### src/rtl/fifo_tx_drain.sv
// rtl/fifo_tx_drain.sv - drains a byte FIFO into a byte transmitter, optionally appending LF after CR
module fifo_tx_drain #(
    parameter int          ADD_LF      = 1,
    parameter int          BUSY_TO     = 16,
    // byte_cnt value loaded on reset; 0 for normal use, non-zero only to reach the wrap point quickly
    parameter logic [15:0] CNT_PRELOAD = 16'h0000
) (
    input  logic        clk,
    input  logic        reset,
    input  logic        enable,
    input  logic        fifo_empty,
    input  logic [7:0]  fifo_data,
    input  logic        tx_busy,
    output logic        read_en,
    output logic [7:0]  tx_data,
    output logic        tx_send,
    output logic [15:0] byte_cnt,
    output logic        active
);

    localparam int             TO_W    = (BUSY_TO > 1) ? $clog2(BUSY_TO) : 1;
    localparam logic [TO_W-1:0] TO_LAST = TO_W'(BUSY_TO - 1);
    localparam logic [7:0]     CR      = 8'h0D;
    localparam logic [7:0]     LF      = 8'h0A;

    typedef enum logic [2:0] {
        IDLE,
        POP,
        CAPTURE,
        SEND,
        WAIT_HI,
        WAIT_LO,
        INSERT
    } state_t;

    state_t          state;
    logic            lf_sent;
    logic            armed;
    logic [TO_W-1:0] to_cnt;

    // The pop strobe is gated by fifo_empty in the same cycle so an empty FIFO is never popped,
    // even if it drained between the IDLE decision and the POP cycle.
    assign read_en = (state == POP) && !fifo_empty;

    // Drain sequencer: one byte in flight at a time, with registered tx_send/active/tx_data/byte_cnt.
    // armed holds off the first pop until the second clock edge after reset release.
    always_ff @(posedge clk or negedge reset) begin
        if (!reset) begin
            state    <= IDLE;
            tx_data  <= 8'h00;
            tx_send  <= 1'b0;
            byte_cnt <= CNT_PRELOAD;
            active   <= 1'b0;
            lf_sent  <= 1'b0;
            to_cnt   <= '0;
            armed    <= 1'b0;
        end else begin
            armed   <= 1'b1;
            tx_send <= 1'b0;
            unique case (state)
                IDLE: begin
                    if (armed && enable && !fifo_empty && !tx_busy) begin
                        state  <= POP;
                        active <= 1'b1;
                    end
                end
                POP: begin
                    if (fifo_empty) begin
                        state  <= IDLE;
                        active <= 1'b0;
                    end else begin
                        state <= CAPTURE;
                    end
                end
                CAPTURE: begin
                    tx_data <= fifo_data;
                    tx_send <= 1'b1;
                    state   <= SEND;
                end
                SEND: begin
                    byte_cnt <= byte_cnt + 16'd1;
                    to_cnt   <= '0;
                    state    <= WAIT_HI;
                end
                WAIT_HI: begin
                    // A transmitter that never raises busy must not stall the drain forever.
                    if (tx_busy || (to_cnt == TO_LAST)) begin
                        to_cnt <= '0;
                        state  <= WAIT_LO;
                    end else begin
                        to_cnt <= to_cnt + TO_W'(1);
                    end
                end
                WAIT_LO: begin
                    if (!tx_busy) begin
                        if ((ADD_LF != 0) && (tx_data == CR) && !lf_sent) begin
                            state <= INSERT;
                        end else begin
                            lf_sent <= 1'b0;
                            active  <= 1'b0;
                            state   <= IDLE;
                        end
                    end
                end
                INSERT: begin
                    tx_data <= LF;
                    lf_sent <= 1'b1;
                    tx_send <= 1'b1;
                    state   <= SEND;
                end
                default: begin
                    active <= 1'b0;
                    state  <= IDLE;
                end
            endcase
        end
    end

endmodule

### config.mk
export PLATFORM = sky130hd
export DESIGN_NAME = fifo_tx_drain
export DESIGN_NICKNAME = d
export VERILOG_FILES = /design/src/rtl/fifo_tx_drain.sv
export SDC_FILE = /design/constraint.sdc
export NUM_CORES = 1
export LEC_CHECK = 0
export ABC_CLOCK_PERIOD_IN_PS = 1700
export BUFFER_PORTS_ARGS = -buffer_cell sky130_fd_sc_hd__clkbuf_2
export CORE_ASPECT_RATIO = 1.25
export CORE_MARGIN = 4
export CORE_UTILIZATION = 50
export DETAILED_ROUTE_END_ITERATION = 10
export PLACE_DENSITY = 0.79
export SLEW_MARGIN = 10
export SYNTH_ARGS = -nofsm -noshare
export SYNTH_HDL_FRONTEND = slang
export SYNTH_SLANG_ARGS = --single-unit
### constraint.sdc
create_clock -name clk -period 1.7 [get_ports clk]
set_input_delay 0.085 -clock clk [delete_from_list [all_inputs] [get_ports clk]]
set_output_delay 0.085 -clock clk [all_outputs]
set_load 0.01 [all_outputs]
==> results.tsv, run 1 <==
stage	metric	value	unit
synthesis	synth-async-reset-ratio	1.00	
synthesis	synth_nets	179	
floorplan	row_count	23	
layout	layout.filler_cells	262	
synthesis	synth.distinct_cells	39	
power	p_per_area	1160	mW/mm2
power	p_int	1.57	mW
floorplan	ios	40	
synthesis	ys_warn_count	0	
detailed_routing	vias	1331	
global_route	grt_max_degree	17	
power	sw_frac_of_total	0.336	
critical_path	crit_fanout	12	
detailed_routing	drt-wirelength-per-cell	13.9	um
sta	fmax	629	MHz
power	clkPwrFrac	0.240	
detailed_routing	final_antenna_net_count	0	
clocking	clock_latency	0.29	ns
clocking	clkTransAtPathRegs	0.07	ns
hold_path	min_path_type	in2reg	
detailed_routing	drt-pass1-iter-count	4	
global_route	grt_pass1_wl	6.14	mm
synthesis	yosysTopAreaCellShare	0.526	
floorplan	die_h	72.6	um
power	p_sw	0.794	mW
sta	hold_viol	0	
placement	portBuffers	39	
critical_path	crit_path_end_kind	output port	
power	vdd_drop_max	1.04	mV
critical_path	critPathKind	reg2out	
critical_path	crit_path_start_kind	register	
synthesis	synth_common_cells	dfrtp_1, nand2_1, nor2_1, o21ai_0, nand2b_1	
clocking	cts_buffer_depth	2	
global_route	track_usage	0.188	
layout	diodes	0	
critical_path	crit_arrival	1.51	ns
synthesis	ys_seq_area_frac	0.526	
clocking	cts_tree	built	
outcome	outcome	completed	
floorplan	chipWidth	59.6	um
clocking	cts_buffers	5	
sta	slew_viol_final	0	
sta	setup_viol	0	
layout	nets	229	
sta	layout_min_cycle_time	1.59	ns
sta	skew	0.00628	ns
sta	fin_setup_tns	0	ns
power	power_frac_seq	0.482	
clocking	ctsHtreeMaxLevel	2	
synthesis	postSynthCellCount	164	
placement	routabilityCongestion	0.797	
sta	finalCritPeriodShare	0.936	
synthesis	netlist_area	0.00167	mm2
layout	drive_gt1_frac	0.284	
floorplan	die_area	0.00433	mm2
global_route	grt_overflow_total	0	
placement	hpwlAfterDp	2.65	mm
job	maxCapViolCount	0	
synthesis	synth-seq-cells	35	
clocking	clkSinkCount	35	
synthesis	synth_area_leader_cell	dfrtp_1	
global_route	antenna_found_initial	0	
critical_path	required	1.62	ns
global_route	grt_pass1_vias	1327	
power	power_leakage	1.08	nW
sta	holdWs	0.0251	ns
synthesis	synth.most_common_cell	dfrtp_1	
detailed_routing	drtIter0Drc	70	
synthesis	ys.flop_type	dfrtp_1	
clocking	post_cts_buffers	0	
synthesis	postSynthAreaPerCell	10.2	um2
sta	rsz0062_at_grt	no	
detailed_routing	drc_errors	0	
detailed_routing	wl	3.50	mm
synthesis	synth-edff-count	0	
floorplan	fp.coreArea	0.00319	mm2
clocking	root_buffer	clkbuf_8	
detailed_routing	viasPerCell	5.28	
floorplan	start_util	0.522	
power	combPwrFrac	0.278	
layout	area_delta_synth_final	22.6	%
synthesis	yosys-top-cells-area	dfrtp_1, nand2_1, xnor2_1, xor2_1, nand2b_1	
state kept, by name, indices dropped and copies added, names as in the netlist:
| name | flops |
|---|---|
| to_cnt | 4 |
| active | 1 |
| lf_sent | 1 |
| state | 3 |
| byte_cnt | 16 |
| tx_send | 1 |
| tx_data | 8 |
| armed | 1 |
metrics by stage:
stage / instance area (um2) / utilization / worst slack, ns / power [mW] / std cells
after floorplan: 1670 / - / 0.173 / 1.53 / 164
after global placement: 1950 / 0.609 / 0.203 / 1.77 / 243
after detailed placement: 1950 / 0.609 / 0.175 / 1.81 / 243
after CTS: 2040 / 0.640 / 0.0978 / 2.39 / 252
after global routing: 2040 / 0.640 / 0.0000333 / 2.52 / 252
final: 2040 / 0.640 / 0.109 / 2.36 / 252
cell usage in the layout, fill, tap and decap left out, types with 2 or more instances in the layout:
cell type	synthesis	layout
inv_1	7	7
clkbuf_8	0	5
xor2_1	7	7
nand2_1	22	22
nand3b_1	2	2
nor3_1	5	5
nand2b_1	9	9
nand4_1	3	3
xnor2_1	8	8
a21oi_1	5	5
nor3b_1	2	2
nand3_1	5	5
buf_4	0	8
dfrtp_1	35	35
nor4_2	1	2
clkbuf_2	0	39
clkbuf_1	2	2
a31oi_1	2	2
nor2b_1	2	2
nor2_1	12	12
ha_1	2	2
o21ai_0	11	11
timing repair:
action	4_1_cts	5_1_grt
hold buffers	1	0
gates resized for setup	1	0
setup endpoints to repair	1	1
endpoints found under the hold margin	22	0
pin swaps	0	1
layout make-up:
type	count	area, um2	area share
sequential	35	876	0.429
multi-input combinational	117	748	0.366
timing repair buffer	48	265	0.130
clock buffer	7	76.3	0.0374
tap	37	46.3	0.0227
inverter	7	26.3	0.0129
clock inverter	1	5.00	0.00245
path summary, 6_finish.rpt:
kind                         startpoint      endpoint  slack [ns]  cells after the start
setup reg to reg             tx_data[4]        active        0.17                      4
hold / removal             fifo_data[4]    tx_data[4]        0.03                      3
max in group asynchronous         reset     to_cnt[2]        1.00                      3
setup / recovery               state[0]       read_en        0.11                      4
min in group asynchronous         reset  byte_cnt[14]        0.21                      2
hold reg to reg            byte_cnt[15]  byte_cnt[15]        0.47                      1
layer usage:
| metal | share of wire | wire length, um | vias to the layer above | global-route usage |
|---|---|---|---|---|
| met4 | 0.017 | 60 | 0 | 0.0739 |
| met1 | 0.40 | 1400 | 633 | 0.222 |
| met2 | 0.53 | 1870 | 31 | 0.316 |
| li1 | - | - | 659 | - |
| met5 | 0 | 0 | - | 0 |
| met3 | 0.049 | 171 | 8 | 0.0552 |
critical path, cell delays in order (launching register included):
cell,delay (ns)
dfrtp_1,0.40
buf_4,0.21
inv_1,0.12
nor4_2,0.31
clkbuf_2,0.19
power by group through the flow:
stage                     sequential [mW]  combinational (mW)  clock, mW
after floorplan                      1.18               0.348          0
after global placement               1.14               0.627          0
after detailed placement             1.15               0.658          0
after CTS                            1.14               0.665      0.583
after global routing                 1.17               0.737      0.618
final                                1.14               0.656      0.568
cells by family after synthesis:
kind of cell,synth area share
AOI/OAI and AO/OA,0.0968
adders and majority gates,0.0150
DFF,0.526
and+or+nand+nor,0.252
xor gates and xnor gates,0.0788
buffers and inverters,0.0293
other,0.00225
No activity file was read; power rests on OpenSTA's default activity.
==> run 2, diff against run 1 <==
CELL_PAD_IN_SITES_DETAIL_PLACEMENT = 1   (was unset)
CELL_PAD_IN_SITES_GLOBAL_PLACEMENT = 2   (was unset)
CORE_UTILIZATION = 32   (was 50)
PLACE_DENSITY = 0.81   (was 0.79)
==> run 2 against run 1 <==
Against the previous run: register-to-register slack lost 0.07 ns; highest routed layer unchanged; utilization is 23 points lower; clock-buffer cell count is 1 lower.
==> results.tsv, run 2 (synthesis results as in run 1) <==
stage	metric	value	unit
global_route	grt_max_degree	36	
layout	reg.largest.list	byte_cnt: 16 flops, tx_data: 8 flops, to_cnt: 4 flops	
floorplan	die_area	0.00643	mm2
detailed_routing	vias	1330	
layout	area_delta_synth_final	25.8	%
layout	diodes	0	
sta	hold_viol	0	
clocking	clkSinkCount	35	
layout	final_cell_mix	clkbuf_2, dfrtp_1, nand2_1, nor2_1, o21ai_0	
sta	fmax	626	MHz
detailed_routing	drc_errors	0	
outcome	outcome	completed	
floorplan	ios	40	
layout	regMostFlops	byte_cnt	
critical_path	crit_path_end_kind	register	
power	p_per_area	1140	mW/mm2
floorplan	fp.coreArea	0.00508	mm2
detailed_routing	viasPerCell	4.78	
clocking	post_cts_buffers	0	
sta	layout_min_cycle_time	1.60	ns
detailed_routing	drt-wirelength-per-cell	13.9	um
critical_path	required	1.91	ns
placement	placed_area	0.00199	mm2
global_route	track_usage	0.138	
detailed_routing	wl	3.88	mm
sta	finalCritPeriodShare	0.940	
clocking	cts_buffer_depth	2	
global_route	grt_pass1_vias	1433	
critical_path	crit_arrival	1.81	ns
layout	layout.filler_cells	612	
placement	portBuffers	39	
layout	final_cells	278	
detailed_routing	drtIter0Drc	27	
layout	final_common_cell	clkbuf_2	
critical_path	reg2reg_from	tx_data[4]	
layout	stdcell_area	0.00210	mm2
hold_path	min_path_type	in2reg	
hold_path	hp-start	fifo_data[6]	
placement	place_inst	270	
critical_path	crit_path_start_kind	register	
detailed_routing	final_antenna_net_count	0	
clocking	clkTransAtPathRegs	0.07	ns
clocking	root_buffer	clkbuf_8	
placement	routabilityCongestion	0.752	
floorplan	start_util	0.328	
sta	holdWs	0.0398	ns
job	maxCapViolCount	0	
floorplan	die_h	88.7	um
sta	fin_setup_tns	0	ns
sta	setup_viol	0	
global_route	antenna_found_initial	0	
floorplan	row_count	29	
placement	hpwlAfterDp	2.94	mm
critical_path	crit_path_start	tx_data[4]	
critical_path	critPathKind	reg2reg	
sta	rsz0062_at_grt	no	
critical_path	crit_fanout	3	
global_route	grt_overflow_total	0	
layout	largest_register_ffs	16	
layout	nets	231	
global_route	grt_pass1_wl	6.94	mm
clocking	cts_buffers	5	
detailed_routing	drt-pass1-iter-count	4	
floorplan	chipWidth	72.6	um
clocking	ctsHtreeMaxLevel	2	
sta	slew_viol_final	0	
layout	drive_gt1_frac	0.296	
clocking	clock_latency	0.28	ns
power	vdd_drop_max	0.512	mV
clocking	cts_tree	built	
sta	skew	0.00471	ns
power	power_leakage	1.10	nW
power	finalPower	2.39	mW
-- run 2: per-stage QoR --
stage,setup slack [ns],utilization
3_5_place_dp,0.138,0.392
4_1_cts,0.0302,0.411
5_1_grt,0.00135,0.413
3_3_place_gp,0.179,0.392
6_report,0.103,0.413
2_1_floorplan,0.173,-
-- run 2: repair_timing --
item                       in CTS  in global routing
hold buffers                    1                  0
setup endpoints to repair       0                  2
hold endpoints to repair       35                  0
resized for setup               0                  1
-- run 2: power breakdown --
part / switching, mW / total (mW) / internal [mW] / leakage, nW
Sequential: 0.161 / 1.15 / 0.990 / 0.458
Combinational: 0.353 / 0.648 / 0.294 / 0.593
Clock: 0.276 / 0.594 / 0.317 / 0.0470
Total: 0.791 / 2.39 / 1.60 / 1.10
-- run 2: critical path: stages (launching register included) --
cell	delay (ns)
dfrtp_1	0.39
or4_4	0.55
nor4_4	0.26
a311oi_1	0.18
a21oi_2	0.15
-- run 2: worst paths after layout --
check / cells after the start / slack, ns / endpoint
worst max-delay path: 4 / 0.10 / active
worst min-delay path: 3 / 0.04 / tx_data[6]
worst max register to register: 4 / 0.10 / active
worst min register to register: 1 / 0.49 / byte_cnt[15]
max in group asynchronous: 3 / 1.00 / byte_cnt[0]
min in group asynchronous: 3 / 0.37 / byte_cnt[6]
-- run 2: layer usage --
| metal | global-route usage | up-vias | part of all wire |
|---|---|---|---|
| li1 | - | 664 | - |
| met5 | 0 | - | 0 |
| met4 | 0.0403 | 0 | 0.015 |
| met1 | 0.173 | 635 | 0.44 |
| met3 | 0.0330 | 5 | 0.040 |
| met2 | 0.235 | 26 | 0.50 |
-- run 2: final cells by class --
type	count	area, um2	share of cell area
clock buffer	6	82.6	0.0394
tap	62	77.6	0.0370
inverter	7	26.3	0.0125
sequential	35	876	0.418
timing repair buffer	50	280	0.134
clock inverter	1	5.00	0.00239
multi-input combinational	117	748	0.357
==> run 3, diff against run 2 <==
BUFFER_PORTS_ARGS = unset   (was -buffer_cell sky130_fd_sc_hd__clkbuf_2)
CORE_UTILIZATION = 38   (was 32)
DONT_BUFFER_PORTS = 1   (was unset)
==> run 3 against run 2 <==
Against the previous run: clock skew about the same; first-iteration DRC count up 33%; critical path type unchanged; hold slack worse by 0.0068 ns; flip-flop and latch count unchanged; maximum frequency up 0.94%; register-to-register slack about the same; critical endpoint unchanged; global-route usage up 2.4 points; highest routed layer unchanged; sequential power up 6%.
==> results.tsv, run 3 (synthesis results as in run 1) <==
stage	metric	value	unit
critical_path	crit_path_start_kind	register	
critical_path	r2r_end	active	
floorplan	die_area	0.00552	mm2
global_route	grt_busiest_layer	met2	
critical_path	required	1.92	ns
detailed_routing	vias	1266	
placement	hpwlAfterDp	2.84	mm
clocking	cts_tree	built	
detailed_routing	drt-wirelength-per-cell	16.2	um
critical_path	crit_arrival	1.80	ns
detailed_routing	wl	3.95	mm
sta	fin_setup_tns	0	ns
power	finalPower	2.32	mW
hold_path	worstHoldPathCells	2	
global_route	grt_pass1_wl	6.64	mm
placement	routabilityCongestion	0.722	
sta	fmax	632	MHz
global_route	grt_use_met3	0.0561	
power	p_sw	0.777	mW
global_route	track_usage	0.162	
critical_path	crit_path_end_kind	register	
job	maxCapViolCount	0	
hold_path	min_path_type	in2reg	
detailed_routing	final_antenna_net_count	0	
power	sw_frac_of_total	0.335	
floorplan	fp.coreArea	0.00416	mm2
power	clkPwrFrac	0.259	
clocking	clkTransAtPathRegs	0.07	ns
floorplan	start_util	0.400	
sta	hold_viol	0	
clocking	cts_buffer_depth	2	
clocking	cts_buffers	5	
layout	multi_input_area	754	um2
critical_path	reg2reg_from	tx_data[7]	
placement	portBuffers	0	
critical_path	path_cells	or4_4 -> nor4_4 -> a311oi_1 -> a21oi_2	
layout	final_cell_mix	dfrtp_1, nand2_1, nor2_1, buf_4, o21ai_0	
clocking	ctsHtreeMaxLevel	2	
layout	regMostFlops	byte_cnt	
power	power_frac_seq	0.526	
global_route	grt_max_degree	36	
clocking	clkSinkCount	35	
layout	reg.largest.list	byte_cnt: 16 flops, tx_data: 8 flops, to_cnt: 4 flops	
critical_path	critPathKind	reg2reg	
sta	layout_min_cycle_time	1.58	ns
layout	drive_gt1_frac	0.165	
global_route	grt_overflow_total	0	
power	p_per_area	1150	mW/mm2
floorplan	chipWidth	67.2	um
floorplan	row_count	26	
critical_path	r2r_cells	4	
layout	regArea	878	um2
layout	nets	203	
global_route	grt_use_met2	0.278	
layout	largest_register_ffs	16	
layout	area_delta_synth_final	21.0	%
layout	diodes	0	
hold_path	hp-start	tx_busy	
detailed_routing	viasPerCell	5.19	
outcome	outcome	completed	
critical_path	cpMaxStageDelayCell	or4_4	
sta	finalCritPeriodShare	0.931	
sta	rsz0062_at_grt	no	
detailed_routing	drt-pass1-iter-count	4	
sta	setup_viol	0	
floorplan	die_h	82.0	um
critical_path	rrSetupSlack	0.12	ns
power	power_leakage	0.979	nW
sta	slew_viol_final	0	
global_route	grt_pass1_vias	1392	
clocking	clock_latency	0.28	ns
global_route	grt_use_met1	0.186	
power	combPwrFrac	0.215	
floorplan	ios	40	
layout	layout.filler_cells	489	
critical_path	max_stage_delay	0.54	ns
critical_path	crit_fanout	3	
detailed_routing	drtIter0Drc	36	
hold_path	hold_end	state[2]	
global_route	antenna_found_initial	0	
layout	final_common_cell	dfrtp_1	
sta	skew	0.00513	ns
power	p_int	1.54	mW
detailed_routing	drc_errors	0	
sta	holdWs	0.0330	ns
clocking	root_buffer	clkbuf_8	
power	vdd_drop_max	0.710	mV
-- run 3: changes by cell type in the layout (fill, tap and decap cells not counted), moves of 2 or more --
cell	change
dlygate4sd3_1	+8
dfrtp_2	+2
clkbuf_2	-39
buf_4	+2
dfrtp_1	-2
-- run 3: timing repair --
action,4_1_cts,5_1_grt
endpoints found under the setup margin,1,5
hold buffers,10,0
pin swaps,0,1
gates cloned,0,0
gates resized for setup,1,3
buffers inserted,0,0
hold endpoints to repair,43,0
-- run 3: worst max path at each step --
stage | endpoint | start | cells after the start
6_report | active | tx_data[7] | 4
5_1_grt | byte_cnt[15] | byte_cnt[7] | 4
4_1_cts | read_en | state[0] | 3
3_5_place_dp | active | tx_data[7] | 4
3_3_place_gp | active | tx_data[7] | 4
2_1_floorplan | active | tx_data[4] | 4
-- run 3: metrics by stage --
| stage | cell area (um2) | setup WS (ns) | std cells | utilization |
|---|---|---|---|---|
| floorplan | 1670 | 0.173 | 164 | - |
| global placement | 1800 | 0.159 | 227 | 0.433 |
| detailed placement | 1800 | 0.126 | 227 | 0.433 |
| CTS | 2010 | 0.0849 | 244 | 0.482 |
| global route | 2020 | 0.0266 | 244 | 0.484 |
| finish | 2020 | 0.118 | 244 | 0.484 |
-- run 3: critical path, delay by kind of cell (launching register included) --
family          cells  cell delay, ns
compound gates      2            0.31
simple gates        2            0.78
flops               1            0.43
-- run 3: area by class of cell --
type,instances,area share
flip-flops and latches,35,0.435
multi-input cells,117,0.374
clock buffers,6,0.0409
clock inverters,1,0.00248
repair buffers,22,0.0993
well taps,56,0.0347
inverters,7,0.0130
-- run 3: power groups by stage --
stage	combinational (mW)	clock, mW	sequential (mW)
floorplan	0.348	0	1.18
finish	0.497	0.600	1.22
global placement	0.430	0	1.23
detailed placement	0.463	0	1.24
global route	0.577	0.673	1.25
CTS	0.506	0.628	1.22
-- run 3: layer usage --
layer / vias up / part of all wire
met5: - / 0
met4: 0 / 0.015
met3: 7 / 0.061
met2: 30 / 0.52
met1: 625 / 0.40
li1: 604 / -
